**src/rtl/seq_tx_pkg.sv**
```systemverilog
// Shared types and constants for the serial frame transmitter.
`default_nettype none

package seq_tx_pkg;

    typedef enum logic [2:0] {
        IDLE = 3'd0,
        PRE  = 3'd1,
        DATA = 3'd2,
        PAR  = 3'd3,
        GAP  = 3'd4
    } state_e;

    localparam logic [2:0] DEF_PREAMBLE = 3'b101;
    localparam logic       GUARD_BIT    = 1'b0;

endpackage

`default_nettype wire

```
**src/rtl/seq_tx_piso.sv**
```systemverilog
// Parallel-load, MSB-first shift register; parity of the loaded word is held
// separately because the payload is shifted away. Parity only with SEQ_FRAME_TX_PARITY_EN.
`default_nettype none

module seq_tx_piso #(
    parameter int DATA_W = 8
) (
    input  logic              clk,
    input  logic              reset,
    input  logic              load,
    input  logic              shift,
    input  logic [DATA_W-1:0] din,
    output logic              q_msb
`ifdef SEQ_FRAME_TX_PARITY_EN
    ,
    output logic              parity_out
`endif
);

    logic [DATA_W-1:0] sr;

    always_ff @(posedge clk or negedge reset) begin
        if (!reset) begin
            sr <= '0;
        end else if (load) begin
            sr <= din;
        end else if (shift) begin
            sr <= sr << 1;
        end
    end

    assign q_msb = sr[DATA_W-1];

`ifdef SEQ_FRAME_TX_PARITY_EN
    always_ff @(posedge clk or negedge reset) begin
        if (!reset) begin
            parity_out <= 1'b0;
        end else if (load) begin
            parity_out <= ^din;
        end
    end
`endif

endmodule

`default_nettype wire

```
**src/rtl/seq_frame_tx.sv**
```systemverilog
// Serial frame transmitter: preamble, MSB-first payload, optional even parity
// (SEQ_FRAME_TX_PARITY_EN), one guard bit. Async active-low reset.
`default_nettype none

module seq_frame_tx
    import seq_tx_pkg::*;
#(
    parameter int               DATA_W   = 8,
    parameter int               PRE_W    = 3,
    parameter logic [PRE_W-1:0] PREAMBLE = DEF_PREAMBLE
) (
    input  logic              clk,
    input  logic              reset,
    input  logic              in_valid,
    output logic              in_ready,
    input  logic [DATA_W-1:0] in_data,
    output logic              data_out,
    output logic              out_active,
    output logic              frame_done
);

    localparam int MAX_W = (PRE_W > DATA_W) ? PRE_W : DATA_W;
    localparam int CW    = $clog2(MAX_W + 1);

    localparam logic [2:0] ST_IDLE = IDLE;
    localparam logic [2:0] ST_PRE  = PRE;
    localparam logic [2:0] ST_DATA = DATA;
    localparam logic [2:0] ST_GAP  = GAP;
`ifdef SEQ_FRAME_TX_PARITY_EN
    localparam logic [2:0] ST_PAR  = PAR;
`endif

    logic [2:0]    state;
    logic [CW-1:0] cnt;
    logic          accept;
    logic          shift;
    logic          q_msb;
    logic          pre_next;
    logic [CW-1:0] pre_idx;
`ifdef SEQ_FRAME_TX_PARITY_EN
    logic          parity;
`endif

    assign in_ready = (state == ST_IDLE) || (state == ST_GAP);
    assign accept   = in_valid && in_ready;

    // cnt holds the index of the bit currently on the line and counts down
    assign shift   = ((state == ST_PRE)  && (cnt == '0)) ||
                     ((state == ST_DATA) && (cnt != '0));
    assign pre_idx = cnt - CW'(1);

    always_comb begin
        pre_next = 1'b0;
        for (int i = 0; i < PRE_W; i++) begin
            if (CW'(i) == pre_idx) begin
                pre_next = PREAMBLE[i];
            end
        end
    end

    seq_tx_piso #(
        .DATA_W (DATA_W)
    ) u_piso (
        .clk        (clk),
        .reset      (reset),
        .load       (accept),
        .shift      (shift),
        .din        (in_data),
        .q_msb      (q_msb)
`ifdef SEQ_FRAME_TX_PARITY_EN
        ,
        .parity_out (parity)
`endif
    );

    always_ff @(posedge clk or negedge reset) begin
        if (!reset) begin
            state      <= ST_IDLE;
            cnt        <= '0;
            data_out   <= 1'b0;
            out_active <= 1'b0;
            frame_done <= 1'b0;
        end else begin
            frame_done <= 1'b0;
            case (state)
                ST_IDLE, ST_GAP: begin
                    if (accept) begin
                        state      <= ST_PRE;
                        cnt        <= CW'(PRE_W - 1);
                        data_out   <= PREAMBLE[PRE_W-1];
                        out_active <= 1'b1;
                    end else begin
                        state      <= ST_IDLE;
                        data_out   <= GUARD_BIT;
                        out_active <= 1'b0;
                    end
                end
                ST_PRE: begin
                    if (cnt == '0) begin
                        state    <= ST_DATA;
                        cnt      <= CW'(DATA_W - 1);
                        data_out <= q_msb;
                    end else begin
                        cnt      <= pre_idx;
                        data_out <= pre_next;
                    end
                end
                ST_DATA: begin
                    if (cnt == '0) begin
`ifdef SEQ_FRAME_TX_PARITY_EN
                        state      <= ST_PAR;
                        data_out   <= parity;
`else
                        state      <= ST_GAP;
                        data_out   <= GUARD_BIT;
                        out_active <= 1'b0;
                        frame_done <= 1'b1;
`endif
                    end else begin
                        cnt      <= cnt - CW'(1);
                        data_out <= q_msb;
                    end
                end
`ifdef SEQ_FRAME_TX_PARITY_EN
                ST_PAR: begin
                    state      <= ST_GAP;
                    data_out   <= GUARD_BIT;
                    out_active <= 1'b0;
                    frame_done <= 1'b1;
                end
`endif
                default: begin
                    state      <= ST_IDLE;
                    cnt        <= '0;
                    data_out   <= GUARD_BIT;
                    out_active <= 1'b0;
                end
            endcase
        end
    end

endmodule

`default_nettype wire

```
**config.mk**
```make
export PLATFORM = sky130hd
export DESIGN_NAME = seq_frame_tx
export DESIGN_NICKNAME = d
export VERILOG_FILES = /design/src/rtl/seq_tx_pkg.sv /design/src/rtl/seq_tx_piso.sv /design/src/rtl/seq_frame_tx.sv
export SDC_FILE = /design/constraint.sdc
export NUM_CORES = 1
export LEC_CHECK = 0
export BUFFER_PORTS_ARGS = -buffer_cell sky130_fd_sc_hd__buf_2
export CAP_MARGIN = 20
export CORE_MARGIN = 2
export CORE_UTILIZATION = 30
export CTS_BUF_LIST = sky130_fd_sc_hd__clkbuf_16
export DETAILED_ROUTE_END_ITERATION = 10
export GPL_TIMING_DRIVEN = 0
export SYNTH_ARGS = -nofsm -noshare
export SYNTH_HDL_FRONTEND = slang
export SYNTH_SLANG_ARGS = --single-unit
```
**constraint.sdc**
```tcl
create_clock -name clk -period 1.95 [get_ports clk]
set_input_delay 0.0975 -clock clk [delete_from_list [all_inputs] [get_ports clk]]
set_output_delay 0.0975 -clock clk [all_outputs]
set_load 0.01 [all_outputs]
```
==> results.py, run 1 <==
metrics = {
    "floorplan": {
        "rows": 21,
        "start_util_pct": 30.7,
        "die_h_um": 62.0,
        "core_region_area_um2": 3280,
        "die_x_um": 62.0,
        "ioPinCount": 15,
        "die_area_um2": 3840,
    },
    "sta": {
        "hold_ws_ns": 0.0961,
        "finalSetupViolCount": 0,
        "period_minus_slack_ns": 1.84,
        "finalClockSkew_ns": 0.00302,
        "fmax_mhz": 543,
        "maxSlewViolCount": 0,
        "hold_viol_final": 0,
        "finalSetupTns_ns": 0,
        "max_slew_margin_pct": 69.1,
        "finalCritPeriodShare_pct": 94.4,
        "worst_slew_pin_slew_ns": 0.460,
    },
    "clock_tree": {
        "cts_buffers": 3,
        "htreeDepth": 1,
        "clk_pin_slew_worst_paths_ns": 0.05,
        "cts-root-buf": "clkbuf_16",
        "cts_tree": "built",
        "cts.path.max_buffers": 2,
        "numClockSinks": 18,
        "clk_latency_ns": 0.25,
    },
    "routing": {
        "drt-initial-drc-count": 19,
        "drc_errors": 0,
        "vias": 779,
        "first_pass_iters": 4,
        "antenna_left": 0,
        "routedWlPerCell_um": 11.6,
        "wl_um": 2000,
        "avgViaCountPerCell": 4.53,
    },
    "worst_setup_path": {
        "crit_buf_inv": 2,
        "critical_path.top_delay_family": "multiplexers",
        "crit_required_ns": 2.07,
        "arrival_ns": 1.96,
        "start_kind": "flop",
        "critPathMaxFanout": 8,
        "cp_slowest_stage_delay_ns": 0.43,
        "end_kind": "flop",
        "critPathKind": "flop to flop",
        "crit_path_top_delay_cell": "dfrtp_2",
        "cp_cell_sequence": "inv_2 -> ha_4 -> nor3b_4 -> mux2i_4 -> buf_12 -> mux2i_1 -> a21oi_1",
    },
    "pwr": {
        "cellLeakagePower_nw": 0.581,
        "power.density_nw_per_um2": 1600,
        "ir_drop_v": 0.000555,
        "total_power_mw": 2.10,
    },
    "synthesis": {
        "yosysWarningCount": 0,
        "ys_seq_area_share_pct": 44.7,
        "synth.largest_area_cell": "dfrtp_1",
        "synth_cells": 99,
        "synth_area_um2": 1010,
        "synth.distinct_cells": 32,
        "post-synth-top-area-fraction_pct": 44.7,
        "ys_top_cells_by_area": "dfrtp_1 (45%), mux2i_1 (7.9%), a21oi_1 (5.0%)",
        "syn-mean-instance-area_um2": 10.2,
        "synth-seq-cells": 18,
        "synth_fp_nets": 114,
    },
    "placement": {
        "gp_congestion": 0.735,
        "portBuffers": 14,
        "dp_hpwl_um": 1340,
    },
    "global_routing": {
        "grt_pass1_wl_um": 3060,
        "grt_remaining_overflow": 0,
        "grt_max_degree": 19,
        "grt_antenna_before_repair": 0,
        "first_global_vias": 658,
        "grtUsageTotal_pct": 11.0,
    },
    "job": {
        "cap_viol_max_count": 0,
    },
    "finish": {
        "drive_above_1_share_pct": 29.4,
        "fin_nets": 142,
        "n_antenna_cell": 0,
        "area_growth_pct": 30.0,
    },
    "worst_hold_path": {
        "worstHoldPathType": "input port to flop",
    },
    "run_status": {
        "status": "complete, no violations",
    },
}
## per-stage QoR
step / instance area (um2) / setup WS, ns / util [%] / cells
after floorplan: 1020 / 0.0361 / - / 99
after global placement: 1150 / -0.200 / 35.0 / 159
after detailed placement: 1150 / -0.259 / 35.0 / 159
after CTS: 1270 / 0.0252 / 38.7 / 167
after global routing: 1310 / -0.00786 / 39.9 / 172
final: 1310 / 0.109 / 39.9 / 172
## final cells by class
class	instances	area, um2
multi-input combinational	71	522
timing repair buffer	23	153
clock inverter	1	3.75
sequential	18	452
inverter	5	18.8
clock buffer	3	75.1
tap	46	57.6
fill	332	1970
buffer	5	30.0
## per-layer routing
layer | vias up | global-route usage [%] | part of all wire, %
li1 | 406 | - | -
met1 | 359 | 14.9 | 47
met2 | 14 | 17.1 | 50
met3 | 0 | 3.11 | 3.3
met4 | 0 | 2.74 | 0
met5 | - | 0 | 0
## layout by cell type, fill, tap and decap left out, drive strengths merged, types with 2 or more instances in the layout
master / instances
a211oi: 2
a21oi: 10
buf: 24
clkbuf: 6
dfrtp: 18
ha: 4
inv: 5
mux2i: 9
nand2: 4
nand2b: 4
nor2: 9
nor2b: 2
nor3: 2
nor4: 3
o21ai: 6
or3b: 2
xor2: 2
## synthesized netlist by cell type, drive strengths merged
cell type	n
dfrtp	18
o21a	1
mux2	1
mux2i	9
clkbuf	3
nor3	2
or3b	2
nand2b	4
o21ai	6
o21bai	1
nor3b	1
o31ai	1
xor2	2
a21o	1
and3	1
o32ai	1
nor2b	2
nor2	9
xnor2	1
a211oi	2
a31o	1
ha	4
inv	5
nand2	4
nand3	1
nor4	3
a21oi	10
o41ai	1
buf	2
## flip-flops by register name, summed over array words and instances (netlist names)
name,cells
data_out,1
cnt,4
frame_done,1
out_active,1
u_piso.sr,8
state,3
## what timing repair did
item / in CTS / in global routing
endpoints found under the setup margin: 9 / 7
hold buffers: 1 / 0
resized for setup: 1 / 2
buffers inserted: 3 / 5
hold endpoints to repair: 18 / 0
pin swaps: 0 / 1
## worst reg2reg max path, delay by kind of cell (launching register included)
kind | cells | cell delay [ns]
fa+ha+maj | 1 | 0.16
simple gates | 1 | 0.27
compound gates | 1 | 0.08
flops | 1 | 0.43
mux | 2 | 0.51
buf+inv | 2 | 0.25
## kinds of logic after synthesis
family	after synthesis	synth area share, %
AND/OR/NAND/NOR	29	16.6
AO/OA/AOI/OAI	25	15.0
flip-flops	18	44.7
buffers and inverters	10	4.84
multiplexers	10	11.3
adder cells (fa/ha/maj)	4	4.96
XOR/XNOR	3	2.61
## where the power goes
part	internal (mW)	switching [mW]
Clock	0.273	0.138
Combinational	0.545	0.526
Sequential	0.532	0.0883
Total	1.35	0.752
## path summary, 6_finish.rpt
check                           slack (ns)                     start                  endpoint  cells after the start
min in group asynchronous             0.31                     reset        cnt[0]$_DFFE_PN0P_                      2
max in group asynchronous             1.33                     reset        cnt[0]$_DFFE_PN0P_                      2
worst min register to register        0.48  u_piso.sr[7]$_DFFE_PN0P_        data_out$_DFF_PN0_                      1
worst max-delay path                  0.11        cnt[0]$_DFFE_PN0P_  u_piso.sr[5]$_DFFE_PN0P_                      7
worst min-delay path                   0.1                in_data[1]  u_piso.sr[1]$_DFFE_PN0P_                      3
worst max register to register        0.11        cnt[0]$_DFFE_PN0P_  u_piso.sr[5]$_DFFE_PN0P_                      7
(Power assumes the default switching activity.)
==> inputs of run 2 (changes only) <==
==> constraint.sdc (replaced) <==
create_clock -name clk -period 1.95 [get_ports clk]
set_input_delay 0.585 -clock clk [delete_from_list [all_inputs] [get_ports clk]]
set_output_delay 0.585 -clock clk [all_outputs]
set_load 0.01 [all_outputs]
==> run 2 against run 1 <==
Power barely moved. Via count grew 1.9%. Sequential power barely moved. Non-clock buffer count shrank 1. Flip-flop and latch count did not move. Clock skew hardly changed.
==> results.py, run 2 (synthesized netlist as in run 1, its figures left out) <==
metrics = {
    "finish": {
        "area_growth_pct": 29.0,
        "drive_above_1_share_pct": 29.6,
        "multi_input_area_um2": 522,
        "final_common_cell": "dfrtp_1",
        "reg_top3": "u_piso.sr x8, cnt x4, state x3",
        "n_antenna_cell": 0,
        "final_cells": 171,
        "regMostFlops": "u_piso.sr",
        "fillers": 332,
        "seqCellArea_um2": 452,
        "largest_reg_flops": 8,
        "fin_nets": 141,
        "final_cell_mix": "dfrtp_1 (17), buf_2 (14), a21oi_1 (10), nor2_1 (9)",
    },
    "sta": {
        "fmax_mhz": 543,
        "hold_ws_ns": 0.258,
        "hold_viol_final": 0,
        "period_minus_slack_ns": 1.84,
        "worst_slew_pin_slew_ns": 0.464,
        "maxSlewViolCount": 0,
        "max_slew_margin_pct": 68.9,
        "final.setup.worst_slack_ns": 0.108,
        "finalCritPeriodShare_pct": 94.4,
        "finalSetupViolCount": 0,
        "finalClockSkew_ns": 0.00304,
    },
    "routing": {
        "vias": 794,
        "drt-initial-drc-count": 21,
        "drc_errors": 0,
        "first_pass_iters": 4,
        "avgViaCountPerCell": 4.64,
        "routedWlPerCell_um": 11.7,
        "wl_um": 2000,
        "antenna_left": 0,
    },
    "pwr": {
        "power.density_nw_per_um2": 1620,
        "ir_drop_v": 0.000556,
        "cellLeakagePower_nw": 0.577,
        "total_power_mw": 2.10,
    },
    "worst_setup_path": {
        "cp_slowest_stage_delay_ns": 0.43,
        "ff2ff_setup_slack_ns": 0.11,
        "cp_cell_sequence": "inv_2 -> ha_4 -> nor3b_4 -> mux2i_4 -> buf_12 -> mux2i_1 -> a21oi_1",
        "crit_required_ns": 2.07,
        "critical_path.top_delay_family": "multiplexers",
        "startpoint": "cnt[0]$_DFFE_PN0P_",
        "critPathKind": "flop to flop",
        "r2r-start": "cnt[0]$_DFFE_PN0P_",
        "arrival_ns": 1.96,
        "start_kind": "flop",
        "end_kind": "flop",
        "critPathMaxFanout": 8,
        "crit_buf_inv": 2,
        "crit_path_top_delay_cell": "dfrtp_2",
    },
    "floorplan": {
        "ioPinCount": 15,
        "start_util_pct": 30.7,
        "die_x_um": 62.0,
        "die_area_um2": 3840,
        "rows": 21,
        "die_h_um": 62.0,
        "core_region_area_um2": 3280,
    },
    "global_routing": {
        "grt_remaining_overflow": 0,
        "first_global_vias": 658,
        "use_met1_pct": 14.9,
        "grt_antenna_before_repair": 0,
        "use_met2_pct": 17.1,
        "grt.busiest_layer": "met2",
        "grt_use_met3_pct": 3.11,
        "grt_pass1_wl_um": 3060,
        "grt_max_degree": 19,
        "grtUsageTotal_pct": 11.0,
    },
    "clock_tree": {
        "htreeDepth": 1,
        "cts_tree": "built",
        "numClockSinks": 18,
        "clk_pin_slew_worst_paths_ns": 0.05,
        "cts-root-buf": "clkbuf_16",
        "cts_buffers": 3,
        "clk_latency_ns": 0.25,
        "cts.path.max_buffers": 2,
    },
    "placement": {
        "place_worst_setup_slack_ns": -0.259,
        "gp_congestion": 0.735,
        "dp_hpwl_um": 1340,
        "portBuffers": 14,
        "post-place-cells": 159,
    },
    "job": {
        "cap_viol_max_count": 0,
    },
    "run_status": {
        "status": "complete, no violations",
    },
    "worst_hold_path": {
        "worstHoldPathType": "input port to asynchronous set/reset pin",
    },
}
## run 2: per-stage QoR
stage	TNS [ns]	utilization, %	instance area, um2
final	0	39.6	1300
after global routing	-0.00786	39.6	1300
after CTS	0	38.4	1260
after detailed placement	-1.76	35.0	1150
after global placement	-1.33	35.0	1150
after floorplan	0	-	1020
## run 2: worst reg2reg max path: stages (launching register included)
cell and delay (ns):
dfrtp_2 0.43, inv_2 0.10, ha_4 0.16, nor3b_4 0.27, mux2i_4 0.32, buf_12 0.15
mux2i_1 0.19, a21oi_1 0.08
## run 2: final timing paths
check	cells after the start	end
setup reg to reg	7	u_piso.sr[5]$_DFFE_PN0P_
hold reg to reg	1	data_out$_DFF_PN0_
min in group clk	1	data_out$_DFF_PN0_
max in group asynchronous	1	cnt[0]$_DFFE_PN0P_
hold / removal	1	cnt[0]$_DFFE_PN0P_
setup / recovery	7	u_piso.sr[5]$_DFFE_PN0P_
## run 2: layout make-up
cell class / instances / share of cell area (%)
Timing Repair Buffer: 22 / 11.0
Clock inverter: 1 / 0.288
Tap cell: 46 / 4.42
Multi-Input combinational cell: 71 / 40.1
Buffer: 5 / 2.31
Inverter: 5 / 1.44
Sequential cell: 18 / 34.7
Clock buffer: 3 / 5.77
## run 2: report_power, final
part | total (mW) | switching [mW] | internal (mW)
clock | 0.411 | 0.138 | 0.273
sequential | 0.620 | 0.0883 | 0.532
combinational | 1.07 | 0.528 | 0.543
## run 2: timing repair
| action | 4_1_cts | 5_1_grt |
|---|---|---|
| hold buffers | 0 | 0 |
| setup buffers | 3 | 5 |
| endpoints found under the setup margin | 9 | 7 |
| pin swaps | 0 | 1 |
| resized for setup | 1 | 2 |
## run 2: routing by layer
layer,up-vias,share of wire [%],wire length (um)
met4,0,0,0
met5,-,0,0
li1,407,-,-
met2,18,50,993
met3,0,4.2,84
met1,369,46,923
